File: config.mk
export PLATFORM = sky130hd
export DESIGN_NAME = fp4_byte_sequencer
export DESIGN_NICKNAME = d
export VERILOG_FILES = /design/src/rtl/fp4_pkg.sv /design/src/rtl/fp4_to_fp9.sv /design/src/rtl/fp4_byte_sequencer.sv
export SDC_FILE = /design/constraint.sdc
export NUM_CORES = 1
export LEC_CHECK = 0
export CAP_MARGIN = 15
export CORE_MARGIN = 2
export CORE_UTILIZATION = 34
export CTS_CLUSTER_DIAMETER = 150
export DETAILED_ROUTE_END_ITERATION = 6
export PLACE_DENSITY = 0.75
export SYNTH_ARGS = -nofsm -noshare
export SYNTH_HDL_FRONTEND = slang
export SYNTH_SLANG_ARGS = --single-unit
export TNS_END_PERCENT = 5
File: constraint.sdc
create_clock -name clk -period 1.4 [get_ports clk]
set_clock_uncertainty 0.1 [all_clocks]
set_input_delay 0.35 -clock clk [delete_from_list [all_inputs] [get_ports clk]]
set_output_delay 0.35 -clock clk [all_outputs]
set_load 0.01 [all_outputs]
File: src/rtl/fp4_pkg.sv
// fp4_pkg: shared FP4/FP9 field widths, FP9 encoding constants and sequencer states.
package fp4_pkg;
  localparam int FP4_EXP_W = 2;
  localparam int FP4_MAN_W = 1;
  localparam int FP9_EXP_W = 5;
  localparam int FP9_MAN_W = 3;
  localparam logic [FP9_EXP_W-1:0] FP9_EXP_ONE = 5'b01111;
  localparam logic [FP9_EXP_W-1:0] FP9_EXP_MAX = 5'b11111;
  localparam logic [FP9_MAN_W-1:0] FP9_NAN_MAN = 3'b001;
  typedef enum logic [1:0] {EMPTY, FIRST, SECOND} state_e;
endpackage

File: src/rtl/fp4_to_fp9.sv
// fp4_to_fp9: combinational widening of one selected FP4 nibble into an FP9 word.
module fp4_to_fp9
  import fp4_pkg::*;
(
  input  logic [7:0]                     packed_fp4,
  input  logic                           select_high,
  output logic [FP9_EXP_W+FP9_MAN_W:0]   fp9,
  output logic                           invalid,
  output logic                           underflow,
  output logic                           overflow
);
  logic [3:0]           nib;
  logic                 s;
  logic [FP4_EXP_W-1:0] e;
  logic [FP4_MAN_W-1:0] m;
  always_comb begin
    nib       = select_high ? packed_fp4[7:4] : packed_fp4[3:0];
    {s, e, m} = nib;
    invalid   = (e == 2'b11) & m[0];
    underflow = (e == 2'b00) & m[0];
    overflow  = (e == 2'b10) | ((e == 2'b11) & !m[0]);
    fp9       = (e == 2'b00) ? {s, 5'b00000, m, 2'b00} :
                (e == 2'b01) ? {s, FP9_EXP_ONE, m, 2'b00} :
                               {s, FP9_EXP_MAX, invalid ? FP9_NAN_MAN : 3'b000};
  end
endmodule

File: src/rtl/fp4_byte_sequencer.sv
// fp4_byte_sequencer: splits packed FP4 bytes into a stream of FP9 elements with sticky NaN status.
// Optional saturating NaN counter enabled by defining FP4_NAN_CNT_EN.
module fp4_byte_sequencer
  import fp4_pkg::*;
#(
  parameter bit HIGH_FIRST = 1'b0,
  parameter int CNT_W      = 16
) (
  input  logic             clk,
  input  logic             rst,
  input  logic             in_valid,
  output logic             in_ready,
  input  logic [7:0]       in_byte,
  input  logic             in_last,
  output logic             out_valid,
  input  logic             out_ready,
  output logic [8:0]       out_fp9,
  output logic             out_last,
  output logic             out_invalid,
  input  logic             clr_flags,
  output logic             sticky_invalid,
  output logic [CNT_W-1:0] nan_cnt
);
  state_e     state_q, state_d;
  logic [7:0] byte_q, byte_d;
  logic       last_q, last_d;
  logic       sticky_q, sticky_d;
  logic       in_fire, out_fire, nan_fire, select_high;
  logic [8:0] conv_fp9;
  logic       conv_inv, unused_uf, unused_of;

  fp4_to_fp9 u_conv (
    .packed_fp4 (byte_q),
    .select_high(select_high),
    .fp9        (conv_fp9),
    .invalid    (conv_inv),
    .underflow  (unused_uf),
    .overflow   (unused_of)
  );

  always_comb begin
    select_high = HIGH_FIRST ? (state_q == FIRST) : (state_q == SECOND);
    out_valid   = state_q != EMPTY;
    in_ready    = (state_q == EMPTY) | ((state_q == SECOND) & out_ready);
    in_fire     = in_valid & in_ready;
    out_fire    = out_valid & out_ready;
    out_fp9     = out_valid ? conv_fp9 : 9'd0;
    out_last    = (state_q == SECOND) & last_q;
    out_invalid = out_valid & conv_inv;
    nan_fire    = out_fire & out_invalid;
    byte_d      = in_fire ? in_byte : byte_q;
    last_d      = in_fire ? in_last : last_q;
    state_d     = in_fire                          ? FIRST  :
                  (state_q == FIRST)  && out_fire  ? SECOND :
                  (state_q == SECOND) && out_fire  ? EMPTY  : state_q;
    sticky_d    = nan_fire | (sticky_q & !clr_flags);
    sticky_invalid = sticky_q;
  end

  always_ff @(posedge clk or posedge rst) begin
    if (rst) begin
      state_q  <= EMPTY;
      byte_q   <= 8'd0;
      last_q   <= 1'b0;
      sticky_q <= 1'b0;
    end else begin
      state_q  <= state_d;
      byte_q   <= byte_d;
      last_q   <= last_d;
      sticky_q <= sticky_d;
    end
  end

`ifdef FP4_NAN_CNT_EN
  logic [CNT_W-1:0] cnt_q, cnt_d;
  // A clear coinciding with a NaN fire leaves exactly that one NaN counted.
  always_comb cnt_d = clr_flags               ? CNT_W'(nan_fire) :
                      (nan_fire && ~&cnt_q)   ? cnt_q + 1'b1     : cnt_q;
  always_ff @(posedge clk or posedge rst) begin
    if (rst) cnt_q <= '0;
    else     cnt_q <= cnt_d;
  end
  assign nan_cnt = cnt_q;
`else
  assign nan_cnt = '0;
`endif
endmodule

# Word level (Yosys, flattened, before mapping)
# Cells that the tools add are included.
classes:
  n_eq_ne: 4
  muxes: 8
  n_bitwise: 10
  n_reduce_logical: 7
op_table:
  columns: ["cell", "count"]
  rows:
  - ["$mux W8", 2]
  - ["$mux W9", 1]
  - ["$and A1 B1 Y1", 8]
  - ["$mux W2", 3]
  - ["$eq A2 B1 Y1 const B", 2]
  - ["$eq A2 B2 Y1 const B", 2]
  - ["$logic_not A2 Y1", 2]
  - ["$mux W4", 1]
  - ["$reduce_bool A3 Y1", 1]
  - ["$logic_and A1 B1 Y1", 2]
  - ["$or A1 B1 Y1", 2]
  - ["$reduce_bool A2 Y1", 1]
  - ["$logic_not A1 Y1", 1]
  - ["$mux W1", 1]
word_totals:
  register_bits: 12
  in_bits: 14
  output_inout_bits: 30
  wordCells: 33

# Logic depth before layout (Yosys ltp)
logic_depth:
  ltp_word: 8
  ltp_mapped: 4
  depth_no_buf: 3

# By module
# From an unflattened synthesis, not the netlist that was laid out.
hier_totals:
  cells_unflattened: 85
  hier_area_um2: 858.3
modules_own_cells:
  columns: ["module", "n_inst", "cells_each", "area_each_um2", "seq_area_each_um2"]
  rows:
  - ["fp4_byte_sequencer", 1, 62, 691.9, 300.3]
  - ["fp4_to_fp9", 1, 23, 166.4, 0.0]

# Worst setup path after synthesis
# OpenSTA, ideal clock, no wires.
synth_timing:
  kind: "register -> output"
  startpoint: "register state_q[0]"
  endpoint: "output port out_fp9[4]"
  arrival_ns: 1.261
  required_ns: 0.950
  setup_slack_ns: -0.311
  path_stages_with_launch: 4
  path_buffers: 2
  path_cell_list: "dfrtp_1 > clkbuf_1 > o21ai_0 > buf_4"
synth_between:
  elab_chain_len: 5
  elab_cells_between_ends: 6
  classes_between: "eq/ne: 1; mux: 3; reduce/logical: 2"
synth_rtl:
  columns: ["item", "line", "source"]
  rows:
  - ["from (decl)", "fp4_byte_sequencer.sv:24", "state_e state_q, state_d;"]
  - ["from (signal assigned)", "fp4_byte_sequencer.sv:67", "state_q <= state_d;"]
  - ["$eq A2 B2 Y1", "fp4_byte_sequencer.sv:42", "select_high = HIGH_FIRST ? (state_q == FIRST) : (state_q == SECOND);"]
  - ["$mux W4", "fp4_to_fp9.sv:17", "nib = select_high ? packed_fp4[7:4] : packed_fp4[3:0];"]
  - ["$logic_not A2 Y1", null, null]
  - ["$mux W8", "fp4_to_fp9.sv:22", "fp9 = (e == 2'b00) ? {s, 5'b00000, m, 2'b00} :"]
  - ["$mux W9 *", "fp4_byte_sequencer.sv:47", "out_fp9 = out_valid ? conv_fp9 : 9'd0;"]
  - ["to (decl)", "fp4_byte_sequencer.sv:17", "output logic [8:0] out_fp9,"]
# Mark *: on every way between the ends. The rest lies on a longest branch, timed or not.

# Worst setup path after layout
layout_timing:
  startpoint: "register state_q[1]"
  endpoint: "output port out_invalid"
layout_between:
  elab_chain_len: 5
  elab_cells_between_ends: 6
  classes_between: "eq/ne: 2; mux: 1; bitwise: 2; reduce/logical: 1"
layout_rtl:
  columns: ["item", "line", "source"]
  rows:
  - ["$eq A2 B2 Y1", "fp4_byte_sequencer.sv:42", null]
  - ["$mux W4", "fp4_to_fp9.sv:17", null]
  - ["$eq A2 B2 Y1", "fp4_to_fp9.sv:19", "invalid = (e == 2'b11) & m[0];"]
  - ["$and A1 B1 Y1", "fp4_to_fp9.sv:19", null]
  - ["$and A1 B1 Y1 *", "fp4_byte_sequencer.sv:49", "out_invalid = out_valid & conv_inv;"]
  - ["to (decl)", "fp4_byte_sequencer.sv:19", "output logic out_invalid,"]
# Marked as above.

==> results.py <==
metrics = {
    "run_status": {
        "status": "complete, but fails checks",
        "violations": "negative setup slack",
    },
    "logic_synthesis": {
        "synth_area_leaders": "dfrtp_1 (39%), buf_4 (19%), mux2_4 (17%), nor2_1 (3.9%), o21ai_0 (3.2%)",
        "synth_warnings": 0,
        "synth_area_um2": 779,
        "syn_inst": 78,
        "async_reset_ff_share_pct": 100,
        "synthDistinctLibCells": 19,
        "seq_area_frac_synth_pct": 38.5,
        "ys_ff_latch": 12,
        "synth_top_area_cell": "dfrtp_1",
        "synth_top_area_share_pct": 38.5,
        "avgSynthCellArea_um2": 9.99,
        "synthFlopType": "dfrtp_1",
        "synth_edf_count": 0,
    },
    "routing": {
        "drc": 0,
        "drt_wl_total_um": 1910,
        "dr.pass1.iters": 4,
        "drt_iter0_drc": 7,
        "viasPerCell": 4.37,
        "ant_nets": 0,
        "wl_per_cell_um": 12.8,
        "vias": 651,
    },
    "placement": {
        "hpwl_um": 1300,
        "placed_cell_area_mm2": 0.00109,
        "numPlacedInstances": 141,
        "gp_congestion": 0.802,
        "port_buffers": 26,
    },
    "timing": {
        "hold_violations": 0,
        "period_minus_slack_ps": 1910,
        "period_share_pct": 136,
        "finalSetupViolations": 22,
        "drv_slew": 0,
        "setup_ws_ps": -507,
        "hold_ws_ps": 294,
        "rsz0062_at_grt": "yes",
        "fmaxAchievable_mhz": 524,
    },
    "global_route": {
        "antenna_found_initial": 0,
        "grt_max_degree": 14,
        "gr-total-overflow": 0,
        "grtUsageTotal_pct": 14.9,
        "grt_pass1_wl_um": 2830,
        "grt_pass1_vias": 593,
    },
    "layout": {
        "fin_cells": 149,
        "stdcell_area_mm2": 0.00121,
        "drive_gt1_share_pct": 47.1,
        "final_nets": 137,
        "syn2layout_area_growth_pct": 55.5,
        "num-fill-cells": 189,
        "antenna_cells": 0,
    },
    "flow_run": {
        "maxCapViolCount": 0,
    },
    "worst_setup_path": {
        "crit_chain": "buf_6 > and4b_2 > a31oi_4 > nor2_1 > buf_2",
        "critPathLaunch": "state_q[1]",
        "endpoint_kind": "primary output",
        "reg2reg_depth": 6,
        "worstPathMaxFanout": 8,
        "required_ps": 950,
        "reg2reg_from": "state_q[1]",
        "critPathMaxStageDelay_ps": 430,
        "slowest_stage": "dfrtp_1",
        "worstSetupPathType": "flip-flop to primary output",
        "crit_family": "flip-flops",
        "cp.arrival_ps": 1460,
        "rr_endpoint": "byte_q[5]",
        "r2r_slack_ps": -370,
        "crit_path_start_kind": "flip-flop",
        "crit_buf_inv": 2,
    },
    "floorplan": {
        "core-area_mm2": 0.00219,
        "num_rows": 17,
        "die_x_um": 51.9,
        "dieArea_mm2": 0.00269,
        "die_h_um": 51.9,
        "io_pins": 44,
        "start_util_pct": 35.6,
    },
    "min_path": {
        "min_path_type": "input port to asynchronous set/reset pin",
    },
    "power": {
        "p_total_w": 0.00253,
        "cellPowerDensity_mw_per_mm2": 2080,
        "total_leakage_power_nw": 0.599,
        "ir_drop_mv": 1.10,
    },
    "clock_network": {
        "cts_buffer_depth": 2,
        "insertion_delay_ps": 270,
        "cts-hold-fix-buffers": 0,
        "numCtsBuffers": 3,
        "cts.sinks": 12,
        "root_buffer": "clkbuf_4",
        "cts_htree_levels": 1,
        "cts_tree": "done",
        "clkTransAtPathRegs_ps": 70,
    },
}
[how the worst max path moves through the flow]
| stage | endpoint | slack, ps | cells after the start |
|---|---|---|---|
| 2_1_floorplan | out_fp9[2] | -90 | 3 |
| 3_3_place_gp | in_ready | -660 | 4 |
| 3_5_place_dp | in_ready | -720 | 4 |
| 4_1_cts | out_invalid | -470 | 5 |
| 5_1_grt | out_fp9[0] | -580 | 5 |
| 6_report | out_invalid | -510 | 5 |
[flip-flops by register name, indices dropped and copies added (netlist names)]
name / flops
state_q: 2
sticky_invalid: 1
byte_q: 8
last_q: 1
[synth_stat cells (all sizes together), types with 2 or more instances]
cell type,number
buf,21
nand2b,2
nand2,6
dfrtp,12
inv,5
o21ai,5
nor2,8
mux2,9
[metrics by stage]
step                      util (%)  setup TNS, ps  worst slack, ps
final                         55.3          -7550             -507
after detailed placement      49.9         -11740             -724
after floorplan                  -           -828            -86.4
after global placement        49.9         -11230             -664
after global routing          55.3          -8860             -575
after CTS                     50.8          -7630             -470
[repair_timing]
action	in CTS	in global routing
buffers inserted	1	4
resized for setup	58	19
setup endpoints to repair	23	23
endpoints found under the hold margin	0	0
pin swaps	3	3
[cell families after synthesis]
kind of cell | synth area share, %
other | 0.481
buffers and inverters | 23.6
AOI/OAI and AO/OA | 5.78
DFF | 38.5
and+or+nand+nor | 13.0
muxes | 18.6
[worst reg2reg max path, stage by stage (launching register included)]
cell and delay (ps):
dfrtp_1 430, buf_6 160, and2b_1 180, buf_6 120, nor3b_4 170, buf_6 190
mux2_4 320
[area by class of cell]
class / instances / area (µm²) / area share (%)
Inverter: 5 / 18.8 / 1.55
Tap cell: 28 / 35.0 / 2.89
Timing Repair Buffer: 46 / 388 / 32.0
Clock buffer: 3 / 22.5 / 1.86
Sequential cell: 12 / 300 / 24.8
Multi-Input combinational cell: 55 / 448 / 36.9
[placed cells by master (no fill, tap or decap)]
master / Yosys / layout
and4b_2: 0 / 1
mux2_4: 9 / 9
nand2_2: 0 / 1
nor2_1: 8 / 6
nor3b_4: 0 / 1
dlygate4sd2_1: 0 / 1
mux2i_4: 0 / 1
conb_1: 1 / 17
clkdlybuf4s15_1: 0 / 1
clkbuf_2: 0 / 1
nor2_4: 0 / 2
nand2b_1: 2 / 1
o21ai_0: 5 / 1
and2_4: 0 / 1
o21ai_2: 0 / 3
nand2b_4: 0 / 1
buf_4: 20 / 14
inv_1: 5 / 5
a31oi_4: 0 / 1
buf_6: 1 / 7
o32ai_4: 0 / 1
nand2_1: 6 / 5
clkdlybuf4s50_1: 0 / 12
a21oi_1: 1 / 1
buf_2: 0 / 9
clkbuf_4: 0 / 3
and2b_1: 1 / 1
buf_8: 0 / 1
o21ai_1: 0 / 1
dfrtp_1: 12 / 12
[power by group]
part	switching (W)	leakage [nW]	internal (W)
Clock	0.000109	0.0138	0.0000996
Sequential	0.000158	0.142	0.000513
Combinational	0.000705	0.443	0.000943
Total	0.000972	0.599	0.00155
[metal layers]
| layer | vias up | wire length [µm] | global-route usage [%] |
|---|---|---|---|
| li1 | 305 | - | - |
| met1 | 301 | 734 | 16.6 |
| met2 | 39 | 1000 | 27.0 |
| met3 | 6 | 126 | 2.01 |
| met4 | 0 | 42 | 7.89 |
| met5 | - | 0 | 0 |
Note: power is estimated with default switching activity, not from simulation.
==> variant 1: new RTL, config.mk and constraints unchanged <==
Add a define of `FP4_NAN_CNT_EN`.
--- a/src/rtl/fp4_byte_sequencer.sv
+++ b/src/rtl/fp4_byte_sequencer.sv
@@ -2,2 +2,4 @@
 // Optional saturating NaN counter enabled by defining FP4_NAN_CNT_EN.
+`define FP4_NAN_CNT_EN
+
 module fp4_byte_sequencer
Formal check against the unedited RTL: not equivalent (Yosys sat finds a counterexample within 4 cycles, from zero or initial values and one cycle with rst high).
==> variant 1 against the unedited design <==
  * The run still ends with setup timing left
  * Wire length increased by 130%
  * Global-route usage increased by 2.7 points
  * Total power increased by 35%
  * Sequential cell count increased by 16
  * Sequential share of layout area increased by 1.2 points
  * Synthesized area increased by 97%
  * Design area increased by 120%
  * Clock power increased to 3.1 times the old value
  * Worst setup slack got worse by 12 ps
  * First-iteration DRC count increased to 11 times the old value
  * Synthesized cell count increased by 95%
  * Critical path type is now flop to flop
  * Highest routed layer unchanged
==> variant 1: results (changes against the unedited design) <==
- The post-layout worst setup margin was -519.5 ps (-12.43 ps).
- The sum of routed wire segments on met1 is 1758 um (+140%).
- The worst-path cell with the longest stage delay is sky130_fd_sc_hd__dfrtp_2.
- The tree is rooted in a sky130_fd_sc_hd__clkbuf_8.
- The clock network fraction of total power is 19.0% (+11 points).
- The number of cell instances on the worst register-to-register path is 7 (+1).
- The via count of the first global-routing pass is 1605 (+170%).
- The wire length of the first global-routing pass is 7176 um (+150%).
- The placed instance area is 2396 sq um (+120%).
- The endpoint arrival time on the critical path was 2030 ps (+570 ps).
- The number of unique standard cell types used by synthesis was 41 (+22).
- The maximum VDD drop was 0.8265 mV (-25%).
- The met2 layer wire length in the routed design is 2362 um (+140%).
- The sequential power is 1.10 mW (+64%).
- The met3 wirelength from detailed routing is 145 um (+15%).
- The final setup TNS is -14630 ps (-7084 ps).
- The checks that failed: setup timing.
- The post-CTS clock slew at the launch and capture registers of the worst setup and hold paths is 100 ps (+30 ps).
- By count the netlist is led by sky130_fd_sc_hd__dfrtp_1, sky130_fd_sc_hd__nand2_1, sky130_fd_sc_hd__nor2_1.
- The final net count was 262 (+91%).
- The total setup violations reported at the end of the flow came to 47 (+110%).
- The maximum net fanout on the critical path is 7 (-1).
- The flow ran to the end, but the final reports show violations.
- The gate family responsible for the most delay along the worst path is simple AND/OR/NAND/NOR gates.
- The fraction of met3 tracks used by global routing is 2.707% (+0.70 points).
- The sequential cell area fraction in the yosys report is 45.64% (+7.1 points).
- The detailed placer's ending HPWL is 3020 um (+130%).
- The via total after detailed routing was 1500 (+130%).
- The pin count of the biggest net entering global routing is 29 (+15).
- The global routing usage on met2 is 32.72% (+5.7 points).
- The largest stage delay on the critical path is 450 ps (+20 ps).
- The met1 track demand over resource is 21.35% (+4.7 points).
-- variant 1: cell types whose count changed in the layout (fill, tap and decap cells not counted), moves of 4 or more --
cell / unedited run / this run
sky130_fd_sc_hd__nand2_1: 5 / 16
sky130_fd_sc_hd__nor4_2: 0 / 4
sky130_fd_sc_hd__buf_6: 7 / 40
sky130_fd_sc_hd__nor2_1: 6 / 14
sky130_fd_sc_hd__buf_4: 14 / 32
sky130_fd_sc_hd__dfrtp_2: 0 / 4
sky130_fd_sc_hd__xnor2_1: 0 / 7
sky130_fd_sc_hd__dfrtp_1: 12 / 24
sky130_fd_sc_hd__conb_1: 17 / 1
-- variant 1: cells by family (layout without fill, tap and decap cells) --
group,Yosys count,count (layout),share of synthesized area [%]
xor+xnor,9,9,5.135
other cells,1,1,0.2443
buf+inv,15,109,5.216
flops,28,28,45.64
simple gates,68,68,25.92
mux,9,9,6.602
compound gates,21,21,10.43
fa+ha+maj,1,1,0.8149
-- variant 1: area by class of cell --
cell class / instances / area, sq um
inverter: 7 / 26.28
clock buffer: 3 / 41.29
multi-input combinational: 109 / 928.4
timing repair buffer: 98 / 919.6
sequential: 28 / 705.7
tap: 52 / 65.06
fill: 359 / 1638
clock inverter: 1 / 30.03
-- variant 1: path summary, 6_finish.rpt --
| kind | endpoint | slack, ps |
|---|---|---|
| max | nan_cnt[13] | -520 |
| min | byte_q[7] | 290 |
| max reg2reg | nan_cnt[13] | -520 |
| min reg2reg | sticky_invalid | 420 |
| max in group asynchronous | state_q[0] | 740 |
| min in group clk | sticky_invalid | 420 |
-- variant 1: timing repair --
item	CTS	global route
gates resized for setup	153	32
buffers inserted	7	1
pin swaps	9	4
endpoints found under the setup margin	55	55
==> variant 2: new RTL, same flow settings <==
Without the edit above. Take the reset off `byte_q` and load it in a clocked block of its own.
--- a/src/rtl/fp4_byte_sequencer.sv
+++ b/src/rtl/fp4_byte_sequencer.sv
@@ -62,3 +62,2 @@
       state_q  <= EMPTY;
-      byte_q   <= 8'd0;
       last_q   <= 1'b0;
@@ -67,3 +66,2 @@
       state_q  <= state_d;
-      byte_q   <= byte_d;
       last_q   <= last_d;
@@ -71,2 +69,6 @@
     end
+  end
+
+  always_ff @(posedge clk) begin
+    byte_q <= byte_d;
   end
Behaviour: same outputs for any inputs over 10 cycles, from zero or initial values and one cycle with rst high; that may be too few to reach the edited logic, so the function may still have changed.
==> variant 2 against the unedited design <==
  * The flow still finishes with violations (setup timing)
  * Highest routed layer unchanged
  * Global-route usage is 2.7 points lower
  * Sequential cell count unchanged
  * Synthesized area down 11%
  * Synthesized cell count is 15% lower
  * Design area fell by 14%
  * Wire length decreased by 31%
  * Utilization shrank 1.5 points
  * Largest power group unchanged
  * Total power shrank 38%
  * Critical path depth is the same
  * Worst setup slack got worse by 36 ps
  * Combinational power decreased by 48%
==> variant 2: results (changes against the unedited design) <==
- Ranked by total cell area, the synthesized netlist is headed by sky130_fd_sc_hd__edfxtp_1, sky130_fd_sc_hd__buf_4, sky130_fd_sc_hd__dfrtp_1, sky130_fd_sc_hd__nor2_1, sky130_fd_sc_hd__o21ai_0.
- The final reports fail on setup timing.
- The number of cell instances on the worst register-to-register path came to 5 (-1).
- The total of cells resized after clock tree synthesis is 56 (-3.4%).
- The via count of the first global-routing pass is 507 (-15%).
- The total global-route track usage was 12.22% (-2.7 points).
- The clock network fraction of total power is 13.2% (+4.9 points).
- The pin count of the biggest net entering global routing was 9 (-5).
- The largest stage delay on the critical path came to 390 ps (-40 ps).
- The run finished, with violations left.
- The most used flip-flop cell after synthesis is sky130_fd_sc_hd__edfxtp_1.
- The average wire length per cell after detail routing was 10.28 um (-20%).
- The detailed placer's ending HPWL was 1095 um (-16%).
- The total setup violations reported at the end of the flow came to 22 (unchanged).
- The endpoint of the worst register-to-register path is byte_q[5].
- The share of synthesized flip-flops with an asynchronous set or reset is 33.33% (-67 points).
- The net switching power figure was 0.5491 mW (-44%).
- The end of the critical path is out_fp9[7].
- The leakage dissipation is 0.4579 nW (-24%).
- The maximum net fanout on the critical path is 4 (-4).
- The reg-to-reg setup timing slack is -160 ps (+210 ps).
- The sequential cell area fraction in the yosys report was 48.92% (+10 points).
- The first-iteration detailed-routing DRC count is 6 (-1).
- The layout cell share with drive strength beyond 1 is 35.64% (-11 points).
- The post-layout worst setup margin came to -542.7 ps (-35.62 ps).
- The maximum VDD drop was 0.9134 mV (-17%).
- The wire length of the first global-routing pass came to 2221 um (-21%).
-- variant 2: cell types whose count changed after synthesis, sizes merged --
cell    delta
nor2       -1
nand2      -2
buf        -1
dfrtp      -8
a22o       +1
o21ai      -1
mux2       -8
and2       +1
and2b      +1
nand2b     -2
or2b       +1
inv        -1
edfxtp     +8
-- variant 2: cells by family after synthesis --
| kind of cell | after synthesis | synth area share [%] |
|---|---|---|
| AO/OA/AOI/OAI | 8 | 8.094 |
| buffers and inverters | 25 | 24.28 |
| flip-flops | 12 | 48.92 |
| multiplexers | 2 | 3.597 |
| other | 1 | 0.5391 |
| AND/OR/NAND/NOR | 18 | 14.57 |
-- variant 2: final cells by class --
class	count	area share, %
Tap cell	27	3.230
Clock inverter	1	0.3589
Timing Repair Buffer	36	31.58
Inverter	4	1.435
Sequential cell	12	32.54
Multi-Input combinational cell	45	28.71
Clock buffer	3	2.153
-- variant 2: routing by layer --
metal,GRT usage (%),wire [um],up-vias
met5,0,0,-
met4,5.714,9,0
met3,3.067,110,2
met2,22.75,747,32
met1,12.57,449,235
li1,-,-,251
-- variant 2: worst min-delay path by stage --
stage                endpoint  slack (ps)  cells past startpoint
2_1_floorplan          last_q          20                      1
3_3_place_gp           last_q         370                      1
3_5_place_dp           last_q         370                      1
4_1_cts                last_q         160                      2
5_1_grt                last_q         160                      2
6_report       sticky_invalid         160                      2
-- variant 2: metrics by stage --
stage / area [sq um] / std cells / setup TNS (ps) / util (%) / worst slack, ps
after floorplan: 774.5 / 82 / -1105 / - / -171.3
after global placement: 980.9 / 123 / -10630 / 50.52 / -665.7
after detailed placement: 980.9 / 123 / -11120 / 50.52 / -679.4
after CTS: 1010 / 127 / -6187 / 52.00 / -548.5
after global routing: 1046 / 128 / -7572 / 53.87 / -619.5
final: 1046 / 128 / -6099 / 53.87 / -542.7
